### config.mk
export PLATFORM = sky130hd
export DESIGN_NAME = pc_fetch_ctrl
export DESIGN_NICKNAME = d
export VERILOG_FILES = /design/src/rtl/pc_fetch_ctrl.sv
export SDC_FILE = /design/constraint.sdc
export NUM_CORES = 1
export LEC_CHECK = 0
export CAP_MARGIN = 25
export CORE_MARGIN = 5
export CORE_UTILIZATION = 42
export DETAILED_ROUTE_END_ITERATION = 8
export PLACE_DENSITY = 0.76
export SLEW_MARGIN = 20
export SYNTH_ARGS = -nofsm -noshare
export SYNTH_HDL_FRONTEND = slang
export SYNTH_SLANG_ARGS = --single-unit
### constraint.sdc
create_clock -name clk -period 1.7 [get_ports clk]
set_input_delay 0.34 -clock clk [delete_from_list [all_inputs] [get_ports clk]]
set_output_delay 0.34 -clock clk [all_outputs]
set_load 0.01 [all_outputs]
### src/rtl/pc_fetch_ctrl.sv
// PC owner and fetch sequencer: issues fetch requests, advances PC+4 on grant,
// applies branch/jump redirects and buffers any redirect that arrives while stalled.
module pc_fetch_ctrl #(
    parameter int              PC_W     = 9,
    parameter logic [PC_W-1:0] RESET_PC = '0,
    parameter int              CNT_W    = 16
) (
    input  logic             clk,
    input  logic             reset_n,
    input  logic             stall_i,
    input  logic             pc_sel_i,
    input  logic [31:0]      br_pc_i,
    input  logic             imem_gnt_i,
    output logic [PC_W-1:0]  pc_o,
    output logic             imem_req_o,
    output logic             flush_o,
    output logic             misalign_o,
    output logic [CNT_W-1:0] redirect_cnt_o
);

    typedef enum logic [1:0] {
        IDLE,
        FETCH,
        STALL,
        REDIR_PEND
    } state_t;

    state_t          state, state_nxt;
    logic [PC_W-1:0] pend_pc, pend_nxt, pc_nxt;
    logic [PC_W-1:0] br_aligned;
    logic            br_misaligned;
    logic            apply;
    logic            mis_event;
    logic            unused_br_hi;

    // Targets beyond the PC width are truncated; the low two bits only feed misalign.
    assign br_aligned    = {br_pc_i[PC_W-1:2], 2'b00};
    assign br_misaligned = |br_pc_i[1:0];
    assign unused_br_hi  = ^br_pc_i[31:PC_W];

    assign imem_req_o = (state == FETCH);

    always_comb begin
        // NOTE: every signal written here gets a default first so no latch is inferred.
        state_nxt = state;
        pc_nxt    = pc_o;
        pend_nxt  = pend_pc;
        apply     = 1'b0;
        mis_event = 1'b0;
        unique case (state)
            IDLE: state_nxt = FETCH;
            FETCH, STALL: begin
                if (stall_i && pc_sel_i) begin
                    pend_nxt  = br_aligned;
                    mis_event = br_misaligned;
                    state_nxt = REDIR_PEND;
                end else if (stall_i) begin
                    state_nxt = STALL;
                end else if (pc_sel_i) begin
                    // A redirect abandons any request that has not been granted yet.
                    pc_nxt    = br_aligned;
                    apply     = 1'b1;
                    mis_event = br_misaligned;
                    state_nxt = FETCH;
                end else begin
                    if (state == FETCH && imem_gnt_i) begin
                        pc_nxt = pc_o + PC_W'(4);
                    end
                    state_nxt = FETCH;
                end
            end
            REDIR_PEND: begin
                if (pc_sel_i) begin
                    pend_nxt  = br_aligned;
                    mis_event = br_misaligned;
                end
                if (!stall_i) begin
                    // The newest target wins, including one arriving on the release cycle.
                    pc_nxt    = pc_sel_i ? br_aligned : pend_pc;
                    apply     = 1'b1;
                    pend_nxt  = '0;
                    state_nxt = FETCH;
                end
            end
            default: state_nxt = IDLE;
        endcase
    end

    always_ff @(posedge clk or negedge reset_n) begin
        if (!reset_n) begin
            state          <= IDLE;
            pc_o           <= RESET_PC;
            pend_pc        <= '0;
            flush_o        <= 1'b0;
            misalign_o     <= 1'b0;
            redirect_cnt_o <= '0;
        end else begin
            // NOTE: sequential state uses non-blocking assignments only.
            state   <= state_nxt;
            pc_o    <= pc_nxt;
            pend_pc <= pend_nxt;
            flush_o <= apply;
            if (mis_event) begin
                misalign_o <= 1'b1;
            end
            if (apply && (redirect_cnt_o != '1)) begin
                redirect_cnt_o <= redirect_cnt_o + CNT_W'(1);
            end
        end
    end

endmodule

# Word-level counts from Yosys, hierarchy flattened
# Index checks and enable logic that the tools add are counted.
word_totals:
  reg_bits: 38
  in_bits: 37
  out_inout_bits: 28
  elab_cells: 49
classes:
  n_reduce_logical: 9
  n_eq_ne: 9
  add_sub_neg: 2
  muxes: 23
ops:
  columns: ["cell", "n"]
  rows:
  - ["two-way mux 9 bit", 8]
  - ["one-hot mux 9 bit (2 select lines)", 2]
  - ["adder 16 x 1 -> 16 bit (second input constant)", 1]
  - ["inequality test 16 bit (second input constant)", 1]
  - ["adder 9 x 3 -> 9 bit (second input constant)", 1]
  - ["inequality test 2 bit (second input constant)", 4]
  - ["two-way mux 1 bit", 7]
  - ["two-way mux 2 bit", 3]
  - ["one-hot mux 2 bit (3 select lines)", 1]
  - ["AND reduction 5 bit", 1]
  - ["equality test 2 bit (second input constant)", 2]
  - ["one-hot mux 1 bit (2 select lines)", 2]
  - ["OR reduction 2 bit", 2]
  - ["logical AND 1 bit", 3]
  - ["inequality test 3 bit (second input constant)", 1]
  - ["equality test 2 x 1 -> 1 bit (second input constant)", 1]
  - ["logical NOT 2 bit", 1]
  - ["AND reduction 2 bit", 1]
  - ["nonzero test 2 bit", 1]

# Depth between registers and ports, before layout
# Gate-level depths: netlist of run 1.
logic_depth:
  word_depth: 7
  ltp_mapped: 8
  mapped_depth_nobuf: 6

# Worst setup path after synthesis of run 1
# No wires, ideal clock.
synth_path:
  path_kind: "register to register"
  start: "register state[0]"
  end: "register redirect_cnt_o[14]"
  n_path_buf: 0
  setup_slack_ns: -0.179
  arrival_ns: 1.742
  synth_period_minus_slack_ns: 1.879
  setup_ns: 0.136
  stages_incl_launch_ff: 7
  t_required_ns: 1.564
  path_cell_list: "dfrtp_1 inv_1 ha_1 a21oi_1 nor4b_2 and3_1 a31oi_1"
synth_via:
  elab_chain_cells: 4
  word_cells_on_any_way: 6
  classes_between: "eq/ne: 3; mux: 1; reduce/logical: 2"
synth_rtl:
  columns: ["element", "line", "source"]
  rows:
  - ["start, declared", "28", "state_t state, state_nxt;"]
  - ["start signal, assigned", "99", "state <= state_nxt;"]
  - ["equality test 2 x 1 -> 1 bit or equality test 2 bit (tied branches)", "50", "unique case (state)"]
  - ["OR reduction 2 bit", "50", null]
  - ["one-hot mux 1 bit (2 select lines) (*)", "50", null]
  - ["logical AND 1 bit (*)", "106", "if (apply && (redirect_cnt_o != '1)) begin"]
  - ["end signal, assigned", "107", "redirect_cnt_o <= redirect_cnt_o + CNT_W'(1);"]
  - ["end, declared", "18", "output logic [CNT_W-1:0] redirect_cnt_o"]
# Mark *: on every way between the ends. The rest lies on a longest branch, timed or not.
# A chain may end at the register's enable or synchronous reset.

# Worst setup path after layout of run 1
layout_path:
  start: "register state[0]"
  end: "register pc_o[2]"
layout_via:
  elab_chain_cells: 4
  word_cells_on_any_way: 12
  classes_between: "eq/ne: 7; mux: 1; reduce/logical: 4"
layout_rtl:
  columns: ["element", "line", "source"]
  rows:
  - ["equality test 2 x 1 -> 1 bit or equality test 2 bit (tied branches)", "50, 66", null]
  - ["OR reduction 2 bit or logical AND 1 bit (tied branches)", "50, 66", null]
  - ["inequality test 3 bit (no line) (tied with other cells)", null, null]
  - ["AND reduction 5 bit (no line)", null, null]
  - ["end signal, assigned", "100", "pc_o <= pc_nxt;"]
  - ["end, declared", "14", "output logic [PC_W-1:0] pc_o,"]
# Several ways; a longest one is shown, not always the timed one.

==> run_results.csv, run 1 <==
group,metric,value,unit
sta,setup_violations,9,
sta,hold_viol_final,0,
sta,rsz0062_at_grt,"yes",
floorplanning,dieWidth,80.9,um
global_routing,grt_max_degree,30,
sta,fmax,0.568,GHz
logic_synthesis,syn_inst,210,
sta,period_share,104,%
floorplanning,io_pins,65,
job,max-cap-violations,0,
sta,tightest_slew,650,ps
worst_setup_path,cp-endpoint,"pc_o[2]",
logic_synthesis,synth.avg_cell_area,10.1,um2
pwr,leakage,1.55,nW
logic_synthesis,synth_most_common_cell,"dfrtp_1",
global_routing,grt_overflow_total,0,
logic_synthesis,synth_warnings,0,
logic_synthesis,async_flop_share,100,%
pwr,power_frac_clock,12.8,%
pwr,p_seq_share,28.7,%
logic_synthesis,synth_commonest_cells,"dfrtp_1 (38), nor2_1 (13), inv_1 (12), nand2_1 (12)",
routing,firstDrtPassIters,4,
sta,fin_ws,-60.6,ps
run_status,violations,"negative setup slack",
floorplanning,start_util,43.8,%
routing,drcViolationCount,0,
global_routing,grt.total_usage,18.8,%
logic_synthesis,synth_nets,252,
floorplanning,num_rows,25,
sta,relSlewSlack,56.7,%
cts,cts_tree,"done",
worst_setup_path,rr_worst_depth,6,
routing,wirelength,6.18,mm
cells_and_area,area_growth,57.7,%
worst_setup_path,cp.required,1940,ps
routing,wl_per_cell,16.9,um
global_routing,grt_pass1_vias,2072,
cts,htree_levels,2,
cts,clock_path_buffers,2,
worst_setup_path,worstSetupPathType,"reg2reg",
cts,clock-root-buffer,"clkbuf_8",
pwr,comb_power_share,58.4,%
pwr,power.density,1500,nW/um2
cells_and_area,antenna_cells,0,
floorplanning,core,4820,um2
logic_synthesis,syn_area,2110,um2
sta,fin_setup_tns,-253,ps
logic_synthesis,yosysTopAreaCell,"dfrtp_1",
pwr,totalPowerFinal,4.99,mW
cts,clk_latency,300,ps
floorplanning,die-area,6550,um2
logic_synthesis,ys_top_cells_by_area,"dfrtp_1 (45%), xnor2_1 (3.3%), ha_1 (3.0%), a22o_1 (2.9%), a21oi_1 (2.6%)",
run_status,status,"finished with violations",
worst_setup_path,rrSetupSlack,-60,ps
logic_synthesis,synth_top_area_share,45.0,%
global_routing,grt_pass1_wl,9.61,mm
cells_and_area,num-nets-final,341,
cells_and_area,drive_gt1_share,36.8,%
routing,num_vias,2063,
hold_path,hold_class,"in2async",
logic_synthesis,ys.flop_type,"dfrtp_1",
routing,drt-initial-drc-count,184,
pwr,peakVddDrop,927,uV
worst_setup_path,r2r_start,"state[0]",
cts,cts_made_buffers,5,
placed_design,dpl.hpwl,4.15,mm
logic_synthesis,ys_types,52,
sta,skew,7.39,ps
sta,period_needed,1760,ps
worst_setup_path,crit_path_end_kind,"register",
pwr,switching_share,39.0,%
cts,cts_sinks,38,
floorplanning,die_height,80.9,um
placed_design,gp_congestion,0.873,
cts,clkTransAtPathRegs,70,ps
routing,via_per_inst,5.64,
logic_synthesis,ys_ff_latch,38,
worst_setup_path,r2r-end,"pc_o[2]",
pwr,internal_power,3.04,mW
placed_design,numPortBuffers,41,
logic_synthesis,ys_seq_area_share,45.0,%
routing,drtAntennaViolNets,0,
pwr,netSwitchingPower,1.95,mW
logic_synthesis,synth_edf_count,0,
worst_setup_path,start_kind,"register",
worst_setup_path,worstPathArrival,2000,ps
worst_setup_path,critical_path_peak_fanout,6,
worst_setup_path,cp-startpoint,"state[0]",
sta,drv_slew,0,
global_routing,antenna_found_initial,0,
[power groups by stage]
stage | clock network, mW | registers [mW] | logic [mW]
finish | 0.641 | 1.43 | 2.92
global placement | 0 | 1.42 | 2.37
floorplan | 0 | 1.50 | 1.30
detailed placement | 0 | 1.43 | 2.44
global route | 0.682 | 1.46 | 3.12
CTS | 0.655 | 1.41 | 2.55
[layer usage]
layer	global-route usage (%)	up-vias	routed length, um
met5	0	-	0
met4	7.26	0	129
met3	2.77	14	214
met2	31.7	61	3150
met1	24.3	1029	2690
li1	-	959	-
[timing repair]
action	4_1_cts	5_1_grt
endpoints found under the setup margin	17	36
gates resized for setup	13	40
hold buffers	0	0
pin swaps	3	11
buffers inserted	2	2
endpoints found under the hold margin	0	0
[critical path: stages (launching register included)]
cell,delay [ps]
dfrtp_2,450
inv_2,80
ha_4,220
or2_4,310
buf_4,160
a221oi_1,330
a211o_1,140
[worst min-delay path by stage]
stage,slack (ps),from,end,depth (start not counted)
after floorplan,40,reset_n,flush_o,0
after global placement,400,reset_n,redirect_cnt_o[1],1
after detailed placement,400,reset_n,redirect_cnt_o[1],1
after CTS,80,reset_n,redirect_cnt_o[1],1
after global routing,120,reset_n,flush_o,1
final,60,reset_n,redirect_cnt_o[0],1
[layout by cell type, fill, tap and decap left out, types with 4 or more instances in the layout]
master / Yosys / layout
xnor2_1: 8 / 7
inv_1: 12 / 9
clkbuf_8: 0 / 6
nand2_1: 12 / 12
mux2i_1: 4 / 4
clkdlybuf4s50_1: 0 / 31
a31oi_1: 5 / 5
o2bb2ai_1: 5 / 5
buf_6: 1 / 8
dfrtp_2: 0 / 8
nor2_1: 13 / 10
a21oi_1: 11 / 9
buf_4: 0 / 42
nor2b_1: 7 / 6
o21ai_0: 5 / 4
nand4_1: 4 / 4
nand3_1: 11 / 7
nand3_2: 0 / 4
dlymetal6s2s_1: 0 / 8
dfrtp_1: 38 / 30
a22o_1: 7 / 7
[state kept, by name, summed over array words and instances, names as in the netlist]
signal and flops:
pend_pc 9, misalign_o 1, redirect_cnt_o 16, pc_o 9
state 2, flush_o 1
[per-stage QoR]
| step | cells | util, % | hold slack, ps | worst slack [ps] | instance area, um2 |
|---|---|---|---|---|---|
| floorplan | 210 | - | 44.4 | -40.7 | 2210 |
| global placement | 355 | 61.9 | 401 | -262 | 2980 |
| detailed placement | 355 | 61.9 | 402 | -312 | 2980 |
| CTS | 364 | 65.1 | 76.6 | -8.22 | 3140 |
| global route | 366 | 69.1 | 119 | -147 | 3330 |
| finish | 366 | 69.1 | 62.7 | -60.6 | 3330 |
[cell families (layout without fill, tap and decap cells)]
logic type | after synthesis | count (layout) | share of synthesized area [%]
DFF | 38 | 38 | 45.0
buffers and inverters | 22 | 111 | 4.32
muxes | 7 | 7 | 3.50
AOI/OAI and AO/OA | 66 | 66 | 23.9
xor gates and xnor gates | 8 | 8 | 3.32
adders and majority gates | 5 | 5 | 2.96
and+or+nand+nor | 64 | 64 | 16.9
[cell type report]
class	count	area [um2]
fill	366	1490
multi-input combinational	150	1310
sequential	38	961
timing repair buffer	92	850
clock buffer	7	86.3
tap	67	83.8
inverter	12	45.0
Power figures use the tool's default switching activity.
==> inputs of run 2 (changes only) <==
CORE_MARGIN = 2   (was 5)
==> run 2 against run 1 <==
  * The flow still finishes with violations (negative setup slack)
  * Design area shrank 0.68%
  * Sequential cell count stayed put
  * Routed wire length fell by 9.2%
  * Setup slack better by 29 ps
==> run_results.csv, run 2 (synthesized netlist as in run 1, its figures left out) <==
group,metric,value,unit
global_routing,grt.total_usage,20.4,%
worst_setup_path,worstSetupPathType,"reg2reg",
routing,firstDrtPassIters,4,
run_status,violations,"negative setup slack",
floorplanning,die-area,5610,um2
cts,clock_path_buffers,2,
cts,cts_sinks,38,
floorplanning,start_util,44.1,%
cts,ctsHoldBuffers,0,
worst_setup_path,path_delay_family,"flip-flops",
worst_setup_path,r2r_start,"state[0]",
global_routing,grt_overflow_total,0,
sta,fmax,0.578,GHz
pwr,totalPowerFinal,4.83,mW
cells_and_area,final_common_cell,"buf_4",
cts,clock-root-buffer,"clkbuf_8",
cts,clkTransAtPathRegs,70,ps
cells_and_area,area_growth,56.6,%
global_routing,grt_max_degree,29,
cells_and_area,reg_top3,"redirect_cnt_o (16), pc_o (9), pend_pc (9)",
sta,setup_violations,5,
routing,drt-initial-drc-count,164,
global_routing,antenna_found_initial,0,
floorplanning,num_rows,25,
run_status,status,"finished with violations",
floorplanning,die_height,74.9,um
sta,fin_ws,-31.2,ps
worst_setup_path,crit_path_end_kind,"register",
worst_setup_path,critPathMaxStageDelay,440,ps
worst_setup_path,critical_path_peak_fanout,7,
sta,drv_slew,0,
routing,wl_per_cell,15.5,um
global_routing,grt_pass1_vias,1897,
floorplanning,io_pins,65,
placed_design,numPortBuffers,41,
routing,wirelength,5.61,mm
cells_and_area,drive_gt1_share,36.3,%
cells_and_area,multiInputGateArea,1350,um2
sta,period_share,102,%
worst_setup_path,cp-startpoint,"state[0]",
cts,cts_made_buffers,5,
global_routing,grt_pass1_wl,8.80,mm
routing,num_vias,1977,
sta,hold_viol_final,0,
pwr,peakVddDrop,809,uV
worst_setup_path,r2r-end,"pc_o[5]",
cells_and_area,final_cell_mix,"buf_4 (40), clkdlybuf4s50_1 (33), dfrtp_1 (30)",
pwr,leakage,1.49,nW
cells_and_area,num-fill-cells,335,
worst_setup_path,cp_num_buf_inv,2,
sta,hold_ws,74.3,ps
worst_setup_path,rr_worst_depth,7,
cells_and_area,antenna_cells,0,
hold_path,hold_class,"in2async",
routing,via_per_inst,5.46,
cts,htree_levels,2,
pwr,power.density,1460,nW/um2
job,max-cap-violations,0,
cells_and_area,seqCellArea,961,um2
floorplanning,core,4790,um2
worst_setup_path,rrSetupSlack,-30,ps
cts,cts_tree,"done",
placed_design,dpl.hpwl,3.85,mm
cells_and_area,finish.utilization,69.1,%
floorplanning,dieWidth,74.9,um
worst_setup_path,cp.required,1880,ps
cells_and_area,num-nets-final,336,
sta,fin_setup_tns,-73.5,ps
worst_setup_path,worstPathCellList,"buf_4 -> ha_4 -> buf_6 -> or2_4 -> nor2_1 -> a22oi_1 -> o22a_1",
placed_design,gp_congestion,0.825,
cells_and_area,regMostFlops,"redirect_cnt_o",
routing,drcViolationCount,0,
routing,drtAntennaViolNets,0,
worst_setup_path,worstPathArrival,1910,ps
cts,clk_latency,280,ps
worst_setup_path,slowest_stage,"dfrtp_2",
sta,rsz0062_at_grt,"yes",
cells_and_area,final_cells,362,
placed_design,dp_cells,349,
sta,relSlewSlack,57.1,%
cells_and_area,largest_register_ff_count,16,
sta,skew,2.62,ps
worst_setup_path,start_kind,"register",
sta,period_needed,1730,ps
sta,tightest_slew,643,ps
-- run 2: worst max path at each step --
stage | end | slack, ps | depth (start not counted)
6_report | pc_o[5] | -30 | 7
3_5_place_dp | pc_o[2] | -290 | 5
5_1_grt | pc_o[5] | -110 | 7
2_1_floorplan | redirect_cnt_o[1] | -40 | 5
3_3_place_gp | pc_o[0] | -240 | 6
4_1_cts | pc_o[2] | 1 | 6
-- run 2: through the flow --
stage / instance area (um2) / worst slack, ps
after floorplan: 2210 / -40.7
after detailed placement: 2940 / -288
final: 3310 / -31.2
after CTS: 3100 / 1.33
after global placement: 2940 / -245
after global routing: 3310 / -112
-- run 2: timing repair --
action,CTS,global route
pin swaps,5,8
setup buffers,1,3
gates resized for setup,16,38
cloned,0,1
endpoints found under the setup margin,13,35
-- run 2: metal layers --
| layer | up-vias | wire [um] | GRT usage (%) |
|---|---|---|---|
| met5 | - | 0 | 0 |
| met4 | 0 | 95 | 7.74 |
| li1 | 953 | - | - |
| met1 | 959 | 2590 | 28.6 |
| met3 | 9 | 220 | 3.08 |
| met2 | 56 | 2710 | 32.0 |
-- run 2: cell type report --
| class | count | area share [%] |
|---|---|---|
| timing repair buffer | 87 | 23.8 |
| clock buffer | 8 | 2.42 |
| inverter | 12 | 1.36 |
| tap | 67 | 2.53 |
| sequential | 38 | 29.0 |
| multi-input combinational | 150 | 40.9 |
-- run 2: worst reg2reg max path: stages, from the launching register on --
cell     delay, ps
dfrtp_2        440
buf_4          150
ha_4           170
buf_6          130
or2_4          300
nor2_1         130
a22oi_1        100
o22a_1         190
-- run 2: where the power goes --
part / switching [mW] / internal (mW)
clock: 0.302 / 0.291
combinational: 1.31 / 1.49
sequential: 0.254 / 1.18
